## src/rtl/bp_pkg.sv

```systemverilog
// Shared state encoding, saturating-counter helpers and sizing helpers for the
// tournament branch predictor.
package bp_pkg;

    localparam int CTR_MAX_W = 8;

    typedef logic [CTR_MAX_W-1:0] ctr_t;

    typedef enum logic {
        BP_INIT,
        BP_RUN
    } bp_state_t;

    function automatic ctr_t ctr_max(input int bits);
        return ctr_t'((1 << bits) - 1);
    endfunction

    // Reset value of every PHT and chooser entry: weakly-not-taken / weakly-local.
    function automatic ctr_t CTR_WEAK_NT(input int bits);
        return ctr_t'((1 << (bits - 1)) - 1);
    endfunction

    function automatic ctr_t ctr_sat_inc(input ctr_t v, input int bits);
        return (v >= ctr_max(bits)) ? v : v + ctr_t'(1);
    endfunction

    function automatic ctr_t ctr_sat_dec(input ctr_t v);
        return (v == '0) ? v : v - ctr_t'(1);
    endfunction

    function automatic int idx_max2(input int a, input int b);
        return (a > b) ? a : b;
    endfunction

    function automatic int idx_max4(input int a, input int b, input int c, input int d);
        return idx_max2(idx_max2(a, b), idx_max2(c, d));
    endfunction

endpackage

```

## src/rtl/bp_ctr_table.sv

```systemverilog
// Saturating-counter table: one async read port (MSB only), one read-modify-write
// training port, and an init port that writes the weak value during the INIT sweep.
module bp_ctr_table
    import bp_pkg::*;
#(
    parameter int AW       = 8,
    parameter int CTR_BITS = 2
) (
    input  logic          clk,
    input  logic [AW-1:0] rd_addr,
    output logic          rd_msb,
    input  logic          wr_en,
    input  logic [AW-1:0] wr_addr,
    input  logic          wr_up,
    input  logic          init_en,
    input  logic [AW-1:0] init_addr
);

    localparam int DEPTH = 1 << AW;

    logic [CTR_BITS-1:0] mem [DEPTH];
    logic [CTR_BITS-1:0] wr_old;
    logic [CTR_BITS-1:0] wr_new;

    assign rd_msb = mem[rd_addr][CTR_BITS-1];
    assign wr_old = mem[wr_addr];

    always_comb begin
        wr_new = wr_old;
        if (wr_up) wr_new = CTR_BITS'(ctr_sat_inc(ctr_t'(wr_old), CTR_BITS));
        else       wr_new = CTR_BITS'(ctr_sat_dec(ctr_t'(wr_old)));
    end

    // NOTE: the array has no reset branch; the INIT sweep writes every entry instead.
    always_ff @(posedge clk) begin
        if (init_en)    mem[init_addr] <= CTR_BITS'(CTR_WEAK_NT(CTR_BITS));
        else if (wr_en) mem[wr_addr]   <= wr_new;
    end

endmodule

```

## src/rtl/tournament_branch_predictor.sv

```systemverilog
// Tournament predictor (local + gshare + chooser) with speculative GHR and repair.
// Optional resolved/mispredict performance counters under BP_PERF_CNT_EN.
module tournament_branch_predictor
    import bp_pkg::*;
#(
    parameter int PC_WIDTH   = 32,
    parameter int GHR_LEN    = 8,
    parameter int LHT_AW     = 6,
    parameter int LHIST_LEN  = 8,
    parameter int CHOOSER_AW = 8,
    parameter int CTR_BITS   = 2
) (
    input  logic                clk,
    input  logic                rst,
    output logic                F_ready_o,
    input  logic                F_fire_i,
    input  logic [PC_WIDTH-1:0] F_PC_i,
    output logic                F_predict_o,
    output logic                F_local_predict_o,
    output logic                F_global_predict_o,
    output logic [GHR_LEN-1:0]  F_ghr_o,
    input  logic                D_update_i,
    input  logic [PC_WIDTH-1:0] D_PC_i,
    input  logic [GHR_LEN-1:0]  D_ghr_i,
    input  logic                D_taken_i,
    input  logic                D_train_taken_i,
    input  logic                D_train_local_taken_i,
    input  logic                D_train_global_taken_i,
    output logic [31:0]         D_perf_branch_o,
    output logic [31:0]         D_perf_mispred_o
);

    localparam int IDX_W = idx_max4(LHT_AW, LHIST_LEN, GHR_LEN, CHOOSER_AW);

    bp_state_t            state, state_nxt;
    logic [IDX_W-1:0]     idx, idx_nxt;
    logic [GHR_LEN-1:0]   ghr;
    logic [LHIST_LEN-1:0] lht [1 << LHT_AW];

    logic run, init_en, upd, unused_pc;
    logic [LHT_AW-1:0]    f_lht_addr, d_lht_addr;
    logic [LHIST_LEN-1:0] f_hist, d_hist;
    logic [GHR_LEN-1:0]   f_gidx, d_gidx;
    logic l_msb, g_msb, sel_global;

    assign run       = (state == BP_RUN);
    assign init_en   = ~run;
    assign upd       = run & D_update_i;
    assign unused_pc = ^{F_PC_i, D_PC_i};

    always_ff @(posedge clk or posedge rst) begin
        if (rst) begin
            state <= BP_INIT;
            idx   <= '0;
        end else begin
            state <= state_nxt;
            idx   <= idx_nxt;
        end
    end

    // NOTE: defaults first so no branch leaves a signal unassigned and infers a latch.
    always_comb begin
        state_nxt = state;
        idx_nxt   = idx;
        if (state == BP_INIT) begin
            idx_nxt = idx + 1'b1;
            if (&idx) state_nxt = BP_RUN;
        end
    end

    assign f_lht_addr = F_PC_i[2 +: LHT_AW];
    assign d_lht_addr = D_PC_i[2 +: LHT_AW];
    assign f_hist     = lht[f_lht_addr];
    assign d_hist     = lht[d_lht_addr];
    assign f_gidx     = ghr ^ F_PC_i[2 +: GHR_LEN];
    assign d_gidx     = D_ghr_i ^ D_PC_i[2 +: GHR_LEN];

    always_ff @(posedge clk) begin
        if (init_en)  lht[idx[LHT_AW-1:0]] <= '0;
        else if (upd) lht[d_lht_addr]      <= {d_hist[LHIST_LEN-2:0], D_taken_i};
    end

    bp_ctr_table #(.AW(LHIST_LEN), .CTR_BITS(CTR_BITS)) u_lpht (
        .clk(clk), .rd_addr(f_hist), .rd_msb(l_msb),
        .wr_en(upd), .wr_addr(d_hist), .wr_up(D_taken_i),
        .init_en(init_en), .init_addr(idx[LHIST_LEN-1:0])
    );

    bp_ctr_table #(.AW(GHR_LEN), .CTR_BITS(CTR_BITS)) u_gpht (
        .clk(clk), .rd_addr(f_gidx), .rd_msb(g_msb),
        .wr_en(upd), .wr_addr(d_gidx), .wr_up(D_taken_i),
        .init_en(init_en), .init_addr(idx[GHR_LEN-1:0])
    );

    // The chooser only learns when exactly one component was right.
    bp_ctr_table #(.AW(CHOOSER_AW), .CTR_BITS(CTR_BITS)) u_chooser (
        .clk(clk), .rd_addr(F_PC_i[2 +: CHOOSER_AW]), .rd_msb(sel_global),
        .wr_en(upd & (D_train_local_taken_i ^ D_train_global_taken_i)),
        .wr_addr(D_PC_i[2 +: CHOOSER_AW]), .wr_up(D_train_global_taken_i),
        .init_en(init_en), .init_addr(idx[CHOOSER_AW-1:0])
    );

    assign F_ready_o          = run;
    assign F_local_predict_o  = run & l_msb;
    assign F_global_predict_o = run & g_msb;
    assign F_predict_o        = run & (sel_global ? g_msb : l_msb);
    assign F_ghr_o            = ghr;

    // NOTE: non-blocking so every flop samples pre-edge values of its neighbours.
    // A repair flushes the younger fetch, so it takes priority over the shift.
    always_ff @(posedge clk or posedge rst) begin
        if (rst)                          ghr <= '0;
        else if (upd && !D_train_taken_i) ghr <= {D_ghr_i[GHR_LEN-2:0], D_taken_i};
        else if (run && F_fire_i)         ghr <= {ghr[GHR_LEN-2:0], F_predict_o};
    end

`ifdef BP_PERF_CNT_EN
    logic [31:0] perf_branch, perf_mispred;

    always_ff @(posedge clk or posedge rst) begin
        if (rst) begin
            perf_branch  <= '0;
            perf_mispred <= '0;
        end else if (upd) begin
            perf_branch <= perf_branch + 32'd1;
            if (!D_train_taken_i) perf_mispred <= perf_mispred + 32'd1;
        end
    end

    assign D_perf_branch_o  = perf_branch;
    assign D_perf_mispred_o = perf_mispred;
`else
    assign D_perf_branch_o  = '0;
    assign D_perf_mispred_o = '0;
`endif

endmodule

```

## config.mk

```make
export PLATFORM = sky130hd
export DESIGN_NAME = tournament_branch_predictor
export DESIGN_NICKNAME = d
export VERILOG_FILES = /design/src/rtl/bp_pkg.sv /design/src/rtl/bp_ctr_table.sv /design/src/rtl/tournament_branch_predictor.sv
export SDC_FILE = /design/constraint.sdc
export NUM_CORES = 2
export LEC_CHECK = 0
export ABC_AREA = 1
export CORE_ASPECT_RATIO = 0.7
export CORE_MARGIN = 5
export CORE_UTILIZATION = 45
export CTS_CLUSTER_SIZE = 24
export DETAILED_ROUTE_END_ITERATION = 7
export HOLD_SLACK_MARGIN = 0.03
export PLACE_DENSITY = 0.64
export SLEW_MARGIN = 20
export SYNTH_ARGS = -nofsm -noshare
export SYNTH_HDL_FRONTEND = slang
export SYNTH_HIERARCHICAL = 1
export SYNTH_SLANG_ARGS = --single-unit
```

## constraint.sdc

```tcl
create_clock -name clk -period 16.32 [get_ports clk]
set_clock_uncertainty 0.1 [all_clocks]
set_input_delay 3.264 -clock clk [delete_from_list [all_inputs] [get_ports clk]]
set_output_delay 3.264 -clock clk [all_outputs]
set_load 0.02 [all_outputs]
```

# Word level (Yosys, flattened, before mapping)
# Memories as Yosys holds them, arrays and structs flattened.
# Cells that the tools add are included.
# Widths: inputs -> output; s select.
# op_classes
muxes	33
bitwise_logic	8
add_sub_neg	7
reduce_logical	12
n_lt_le_gt_ge	3
# ops
op	n
$mux 8	6
$mux 2	12
$xor 8x8->8	2
$mux 1	14
$add 8x1->8 const B	1
$reduce_and 8->1	1
$reduce_or 8->1	1
$add 2x1->2 const B	3
$ge 2x2->1 const B	3
$logic_not 2->1	3
$mux 6	1
$reduce_or 2->1	3
$sub 2x1->2 const B	3
$and 1x1->1	5
$logic_and 1x1->1	2
$reduce_bool 2->1	1
$logic_not 1->1	1
$xor 1x1->1	1
# totals
output_inout_bits	76
n_memories	4
ram_bits	2048
word_cells	70
ff_bits	17
inputBits	80
# memory_table
memory	depth	word_bits	rd	rd_ports_with_merged_regs	wr	line_no	source
lht	64	8	2	0	1	tournament_branch_predictor.sv:38	logic [LHIST_LEN-1:0] lht [1 << LHT_AW];
u_chooser.mem	256	2	2	0	1	bp_ctr_table.sv:21	logic [CTR_BITS-1:0] mem [DEPTH];
u_gpht.mem	256	2	2	0	1	bp_ctr_table.sv:21	
u_lpht.mem	256	2	2	0	1	bp_ctr_table.sv:21	

# Depth between registers and ports, before layout
# logic_depth
word_depth	7
depth_mapped	29
depth_no_buf	24

# By module
# Netlist, hierarchy kept.
# modules_own_cells
mod	area_per_inst_um2	seq_area_each_um2	instances	cells_per_inst
bp_ctr_table	24664.9	15374.7	3	2555
tournament_branch_predictor	27710.3	15800.2	1	3141

# Worst setup path after synthesis
# No wires, ideal clock.
# synth_timing
path_kind	input to register
from	input D_PC_i[2]
to	memory u_lpht.mem[0][1], data pin
setup_slack_ps	3441
n_path_buf	6
t_required_ps	14821
path_stages	28
setup_ps	1399
arrival_time_ps	11380
cell_sequence	buf_2 -> clkinv_2 -> buf_6 -> buf_4 -> nand2_1 -> nand3_1 -> nand3_1 -> nand2_1 -> nand2_1 -> nand3_1 -> nand3_1 -> nand2_1 -> buf_6 -> inv_4 -> buf_12 -> buf_6 -> nand2_1 -> nand3_1 -> nand3_1 -> nand3_1 -> nand3_1 -> nand2_1 -> nand2_1 -> nand3_1 -> nand3_2 -> nand2_1 -> a21oi_1 -> nor2_1
# synth_between
elab_chain_len	6
elab_cells_between_ends	10
classes_between	2 x add/sub; 1 x order compare; 4 x mux; 1 x reduce/logical; 2 x memory
# synth_lines
item	line_no	source
start: declaration	tournament_branch_predictor.sv:23	input logic [PC_WIDTH-1:0] D_PC_i,
$mem_v2 64x8 (*)	--	
net d_hist[0]	tournament_branch_predictor.sv:42	logic [LHIST_LEN-1:0] f_hist, d_hist;
$mem_v2 256x2 (*)	--	
$sub 2x1->2 (tied with other cells)	bp_pkg.sv:28	return (v == '0) ? v : v - ctr_t'(1);
$mux 2 (on tied branches)	bp_pkg.sv:28, bp_pkg.sv:24	
$mux 2 (*)	bp_ctr_table.sv:30	if (wr_up) wr_new = CTR_BITS'(ctr_sat_inc(ctr_t'(wr_old), CTR_BITS));
$mux 2 (no source line) (*)	--	
end: declaration	bp_ctr_table.sv:21	
# Mark *: on every way through the listed nets, which the timed path passes. The rest lies on a longest branch.

# Worst setup path in the final report
# layout_timing
from	input F_PC_i[2]
to	output F_predict_o
# layout_between
elab_chain_len	4
elab_cells_between_ends	7
classes_between	1 x mux; 2 x bitwise; 4 x memory
# layout_lines
item	line_no	source
start: declaration	tournament_branch_predictor.sv:17	input logic [PC_WIDTH-1:0] F_PC_i,
$mem_v2 64x8	--	
net f_hist[1]	tournament_branch_predictor.sv:42	
$mem_v2 256x2	--	
net l_msb	tournament_branch_predictor.sv:44	logic l_msb, g_msb, sel_global;
$mux 1	tournament_branch_predictor.sv:106	assign F_predict_o = run & (sel_global ? g_msb : l_msb);
$and 1x1->1	tournament_branch_predictor.sv:106	
end: declaration	tournament_branch_predictor.sv:18	output logic F_predict_o,
# The timed path passes the listed nets, and every way through them passes these cells.

==> flow_summary.html <==
<table>
<tr><th>Metric</th><th>Value</th></tr>
<tr><th colspan="2">Worst setup path</th></tr>
<tr><td>Setup slack on the worst flop-to-flop path</td><td>9.24 ns</td></tr>
<tr><td>Slowest cell delay on critical path</td><td>0.87 ns</td></tr>
<tr><td>Type of element capturing the critical path</td><td>output pin</td></tr>
<tr><td>Depth of the worst register-to-register path</td><td>24</td></tr>
<tr><td>Start of the worst register-to-register path</td><td>lht[58][0]</td></tr>
<tr><td>Max FO, Critical Path</td><td>99</td></tr>
<tr><td>Worst setup SP type</td><td>input pin</td></tr>
<tr><td>Worst Path Buf+Inv</td><td>6</td></tr>
<tr><td>Critical Path RT</td><td>12.96 ns</td></tr>
<tr><td>Startpoint-to-endpoint class of the critical path</td><td>in -&gt; out</td></tr>
<tr><td>Endpoint arrival time on the critical path</td><td>10.76 ns</td></tr>
<tr><td>Stages on the worst setup path</td><td>26</td></tr>
<tr><td>Reg2reg end</td><td>u_lpht/mem[237][1]</td></tr>
<tr><td>Top delay family on crit path</td><td>buffers and inverters</td></tr>
<tr><td>Most numerous cell on the critical path</td><td>nand2_1</td></tr>
<tr><td>Slowest library cell on the worst path</td><td>clkdlybuf4s50_1</td></tr>
<tr><th colspan="2">Timing</th></tr>
<tr><td>Share of the clock period used by the worst path</td><td>86.6%</td></tr>
<tr><td>Minimum clock period</td><td>14.13 ns</td></tr>
<tr><td>Final number of max-transition violations</td><td>0</td></tr>
<tr><td>Normalized max-slew margin</td><td>19.9%</td></tr>
<tr><td>Final Hold Fails</td><td>0</td></tr>
<tr><td>Setup repair after global routing missed its margin</td><td>false</td></tr>
<tr><td>F_max</td><td>70.8 MHz</td></tr>
<tr><td>Transition at the pin with the smallest max-transition slack</td><td>~1.2 ns</td></tr>
<tr><td>Post-Route Setup TNS</td><td>0 ns</td></tr>
<tr><td>Smallest hold slack</td><td>0.480 ns</td></tr>
<tr><td>Total setup violations reported at the end of the flow</td><td>0</td></tr>
<tr><td>Post-route setup slack</td><td>2.19 ns</td></tr>
<tr><th colspan="2">Placed design</th></tr>
<tr><td>Number of buffers added on ports</td><td>43</td></tr>
<tr><td>Area after DPL</td><td>roughly 0.10 mm²</td></tr>
<tr><td>Post-Place Worst Slack</td><td>2.42 ns</td></tr>
<tr><td>Final HPWL DP</td><td>around 190000 µm</td></tr>
<tr><td>Placer congestion estimate</td><td>0.904</td></tr>
<tr><th colspan="2">Run status</th></tr>
<tr><td>Violations in the final reports</td><td>DRC</td></tr>
<tr><td>Result of the run</td><td>finished, violations left</td></tr>
<tr><th colspan="2">Synth</th></tr>
<tr><td>Synth Cell Area</td><td>0.102 mm²</td></tr>
<tr><td>Register bit total from synthesis</td><td>2065</td></tr>
<tr><td>Post-Synthesis Cells</td><td>10800</td></tr>
<tr><td>Share of the yosys chip area belonging to registers</td><td>60.9%</td></tr>
<tr><td>Yosys warning total</td><td>6</td></tr>
<tr><td>Post-Syn Area per Cell</td><td>approximately 9.4 µm²</td></tr>
<tr><td>Number of distinct library cells after synthesis</td><td>40</td></tr>
<tr><th colspan="2">Clocking</th></tr>
<tr><td>Number of sinks handled by clock tree synthesis</td><td>2065</td></tr>
<tr><td>Number of clock buffers inserted by TritonCTS</td><td>206</td></tr>
<tr><td>Number of hold buffers added after cts</td><td>0</td></tr>
<tr><td>Clock latency on the worst-skew pair</td><td>0.87 ns</td></tr>
<tr><td>Buffer count from post-CTS setup fixing</td><td>0</td></tr>
<tr><td>Number of H-tree branching levels</td><td>4</td></tr>
<tr><td>Clock root buffer</td><td>clkbuf_16</td></tr>
<tr><td>Maximum number of buffers from clock root to sink</td><td>4</td></tr>
<tr><td>TritonCTS clock tree</td><td>done</td></tr>
<tr><td>Resized Gates After CTS</td><td>0</td></tr>
<tr><td>Clk pin slew, worst setup/hold paths</td><td>~0.06 ns</td></tr>
<tr><th colspan="2">Power and ir drop</th></tr>
<tr><td>Worst voltage drop across the vdd grid</td><td>just under 0.09 mV</td></tr>
<tr><td>Static Leak</td><td>39.0 nW</td></tr>
<tr><td>Internal power contribution</td><td>8.61 mW</td></tr>
<tr><td>Total power divided by cell area</td><td>106 mW/mm²</td></tr>
<tr><td>Combinational group share of total power</td><td>about 11%</td></tr>
<tr><td>Portion of total power attributed to sequential cells</td><td>49.3%</td></tr>
<tr><td>Reported net switching power</td><td>3.02 mW</td></tr>
<tr><td>Sw frac</td><td>about 26%</td></tr>
<tr><td>Clock network fraction of total power</td><td>39.5%</td></tr>
<tr><th colspan="2">GRT</th></tr>
<tr><td>Pin count of the biggest net entering global routing</td><td>between 150 and 200</td></tr>
<tr><td>GRT Overall Usage</td><td>27.2%</td></tr>
<tr><td>Total grt overflow</td><td>0</td></tr>
<tr><td>Number of antenna violations at the first check in global routing</td><td>8</td></tr>
<tr><td>Wire length of the first global-routing pass</td><td>491000 µm</td></tr>
<tr><td>Via count of the first global-routing pass</td><td>about 80000</td></tr>
<tr><th colspan="2">Die</th></tr>
<tr><td>Initial standard-cell utilization of the core</td><td>45.1%</td></tr>
<tr><td># IOs</td><td>156</td></tr>
<tr><td>Die width</td><td>578 µm</td></tr>
<tr><td>Placeable core area</td><td>between 0.2 and 0.25 mm²</td></tr>
<tr><td>Die outline area</td><td>about 0.24 mm²</td></tr>
<tr><td>Vertical die dimension</td><td>408 µm</td></tr>
<tr><td>Number of rows in the core area</td><td>146</td></tr>
<tr><th colspan="2">Flow run</th></tr>
<tr><td># Max-Cap Violations</td><td>0</td></tr>
<tr><th colspan="2">Routing</th></tr>
<tr><td>Via/cell ratio</td><td>6.08</td></tr>
<tr><td>Final wirelength</td><td>332000 µm</td></tr>
<tr><td>Violation count after the first detailed-route iteration</td><td>around 13000</td></tr>
<tr><td>WL per Instance</td><td>24.4 µm</td></tr>
<tr><td>Final ANT Viol Nets</td><td>0</td></tr>
<tr><td>DRC</td><td>1</td></tr>
<tr><td>Routed vias</td><td>82700</td></tr>
<tr><td>Number of detailed-route iterations in the first pass</td><td>8</td></tr>
<tr><th colspan="2">Layout</th></tr>
<tr><td>Ratio of cells with drive above 1 in the final layout</td><td>6.43%</td></tr>
<tr><td>Area grow syn2layout</td><td>7.49%</td></tr>
<tr><td>Post-layout util</td><td>48.5%</td></tr>
<tr><td>Final design instance area without fill</td><td>approximately 0.11 mm²</td></tr>
<tr><td>Number of nets in the layout</td><td>10500</td></tr>
<tr><th colspan="2">Min path</th></tr>
<tr><td>Beginning of the worst hold path</td><td>F_ghr_o[7]</td></tr>
<tr><td>Worst Hold Path Cells</td><td>2</td></tr>
<tr><td>Hold Crit Class</td><td>reg -&gt; reg</td></tr>
<tr><td>Hold EP</td><td>F_ghr_o[7]</td></tr>
</table>
cells in the final DEF (no fill, tap or decap), types with 13 or more instances in the layout:
cell type,count
o22ai_1,217
clkinv_1,41
o21ai_2,20
clkinv_2,40
bufinv_16,13
nand3_2,33
nor2_1,1279
nand2_2,55
nand2_1,3047
inv_1,99
clkbuf_16,207
dfrtp_1,17
clkdlybuf4s50_1,33
buf_4,122
o21ai_1,35
a21oi_1,80
edfxtp_1,2048
or2_1,24
nor2_4,42
clkbuf_1,49
nand3_1,2336
o21ai_0,474
inv_2,31
conb_1,64
worst min-delay path, cell delays in order (launching register included):
cell      delay [ns]
dfrtp_1         0.38
nand2_1         0.07
o211ai_1        0.09
final cells by class:
| cell class | count | area (µm²) |
|---|---|---|
| fillers | 20400 | 116000 |
| flip-flops and latches | 2065 | 61900 |
| multi-input cells | 7792 | 35100 |
| clock buffers | 261 | 5430 |
| well taps | 3034 | 3800 |
| repair buffers | 176 | 1600 |
| clock inverters | 105 | 865 |
| inverters | 147 | 606 |
| diodes | 9 | 22.5 |
cell usage after synthesis, drive strengths merged:
master | n | share of area, %
a211oi | 1 | 0.0074
a21oi | 87 | 0.43
buf | 669 | 3.9
clkbuf | 196 | 0.72
clkinv | 2 | 0.0086
conb | 1 | 0.0037
dfrtp | 17 | 0.42
edfxtp | 2048 | 60
ha | 1 | 0.012
inv | 145 | 0.54
nand2 | 3106 | 12
nand3 | 2372 | 12
nand3b | 3 | 0.022
nand4 | 6 | 0.13
nor2 | 1329 | 5.2
nor3 | 2 | 0.0098
nor4 | 6 | 0.055
o211ai | 2 | 0.015
o21ai | 539 | 2.8
o221ai | 5 | 0.043
o22ai | 217 | 1.3
or2 | 29 | 0.18
xnor2 | 4 | 0.034
xor2 | 19 | 0.16
logic make-up after synthesis:
logic type | count (synthesis) | synth area share (%)
and+or+nand+nor | 6853 | 29.0
other | 1 | 0.00369
xor gates and xnor gates | 23 | 0.198
buffers and inverters | 1012 | 5.22
adders and majority gates | 1 | 0.0123
AOI/OAI and AO/OA | 851 | 4.66
DFF | 2065 | 60.9
how the worst max path moves through the flow:
stage,startpoint,endpoint,slack [ns]
floorplan,D_PC_i[2],u_lpht/mem[0][1],3.44
global placement,F_PC_i[2],F_predict_o,2.34
detailed placement,F_PC_i[2],F_predict_o,2.42
CTS,F_PC_i[2],F_predict_o,2.40
global route,F_PC_i[2],F_predict_o,1.98
finish,F_PC_i[2],F_predict_o,2.19
layer usage:
metal	wire length [µm]	vias to the layer above	global-route usage [%]
li1	-	36500	-
met1	132000	39500	39.3
met2	140000	5780	39.1
met3	45300	906	6.78
met4	14500	4	11.0
met5	22	-	0
sequential cells by signal (all words and copies together), names as in the netlist:
register,cells
lht,512
u_lpht/mem,512
F_ready_o,1
u_gpht/mem,512
idx,8
F_ghr_o,8
u_chooser/mem,512
metrics by stage:
stage,cells,total power [mW]
after global placement,13200,7.09
final,13600,11.6
after floorplan,10900,6.72
after global routing,13600,12.0
after CTS,13600,11.6
after detailed placement,13200,7.10
power groups by stage:
| stage | sequential, mW | combinational, mW | clock, mW |
|---|---|---|---|
| floorplan | 5.85 | 0.874 | 0 |
| global placement | 5.85 | 1.23 | 0 |
| detailed placement | 5.85 | 1.25 | 0 |
| CTS | 5.74 | 1.25 | 4.65 |
| global route | 5.73 | 1.39 | 4.87 |
| finish | 5.74 | 1.30 | 4.60 |
Power figures use the tool's default switching activity.
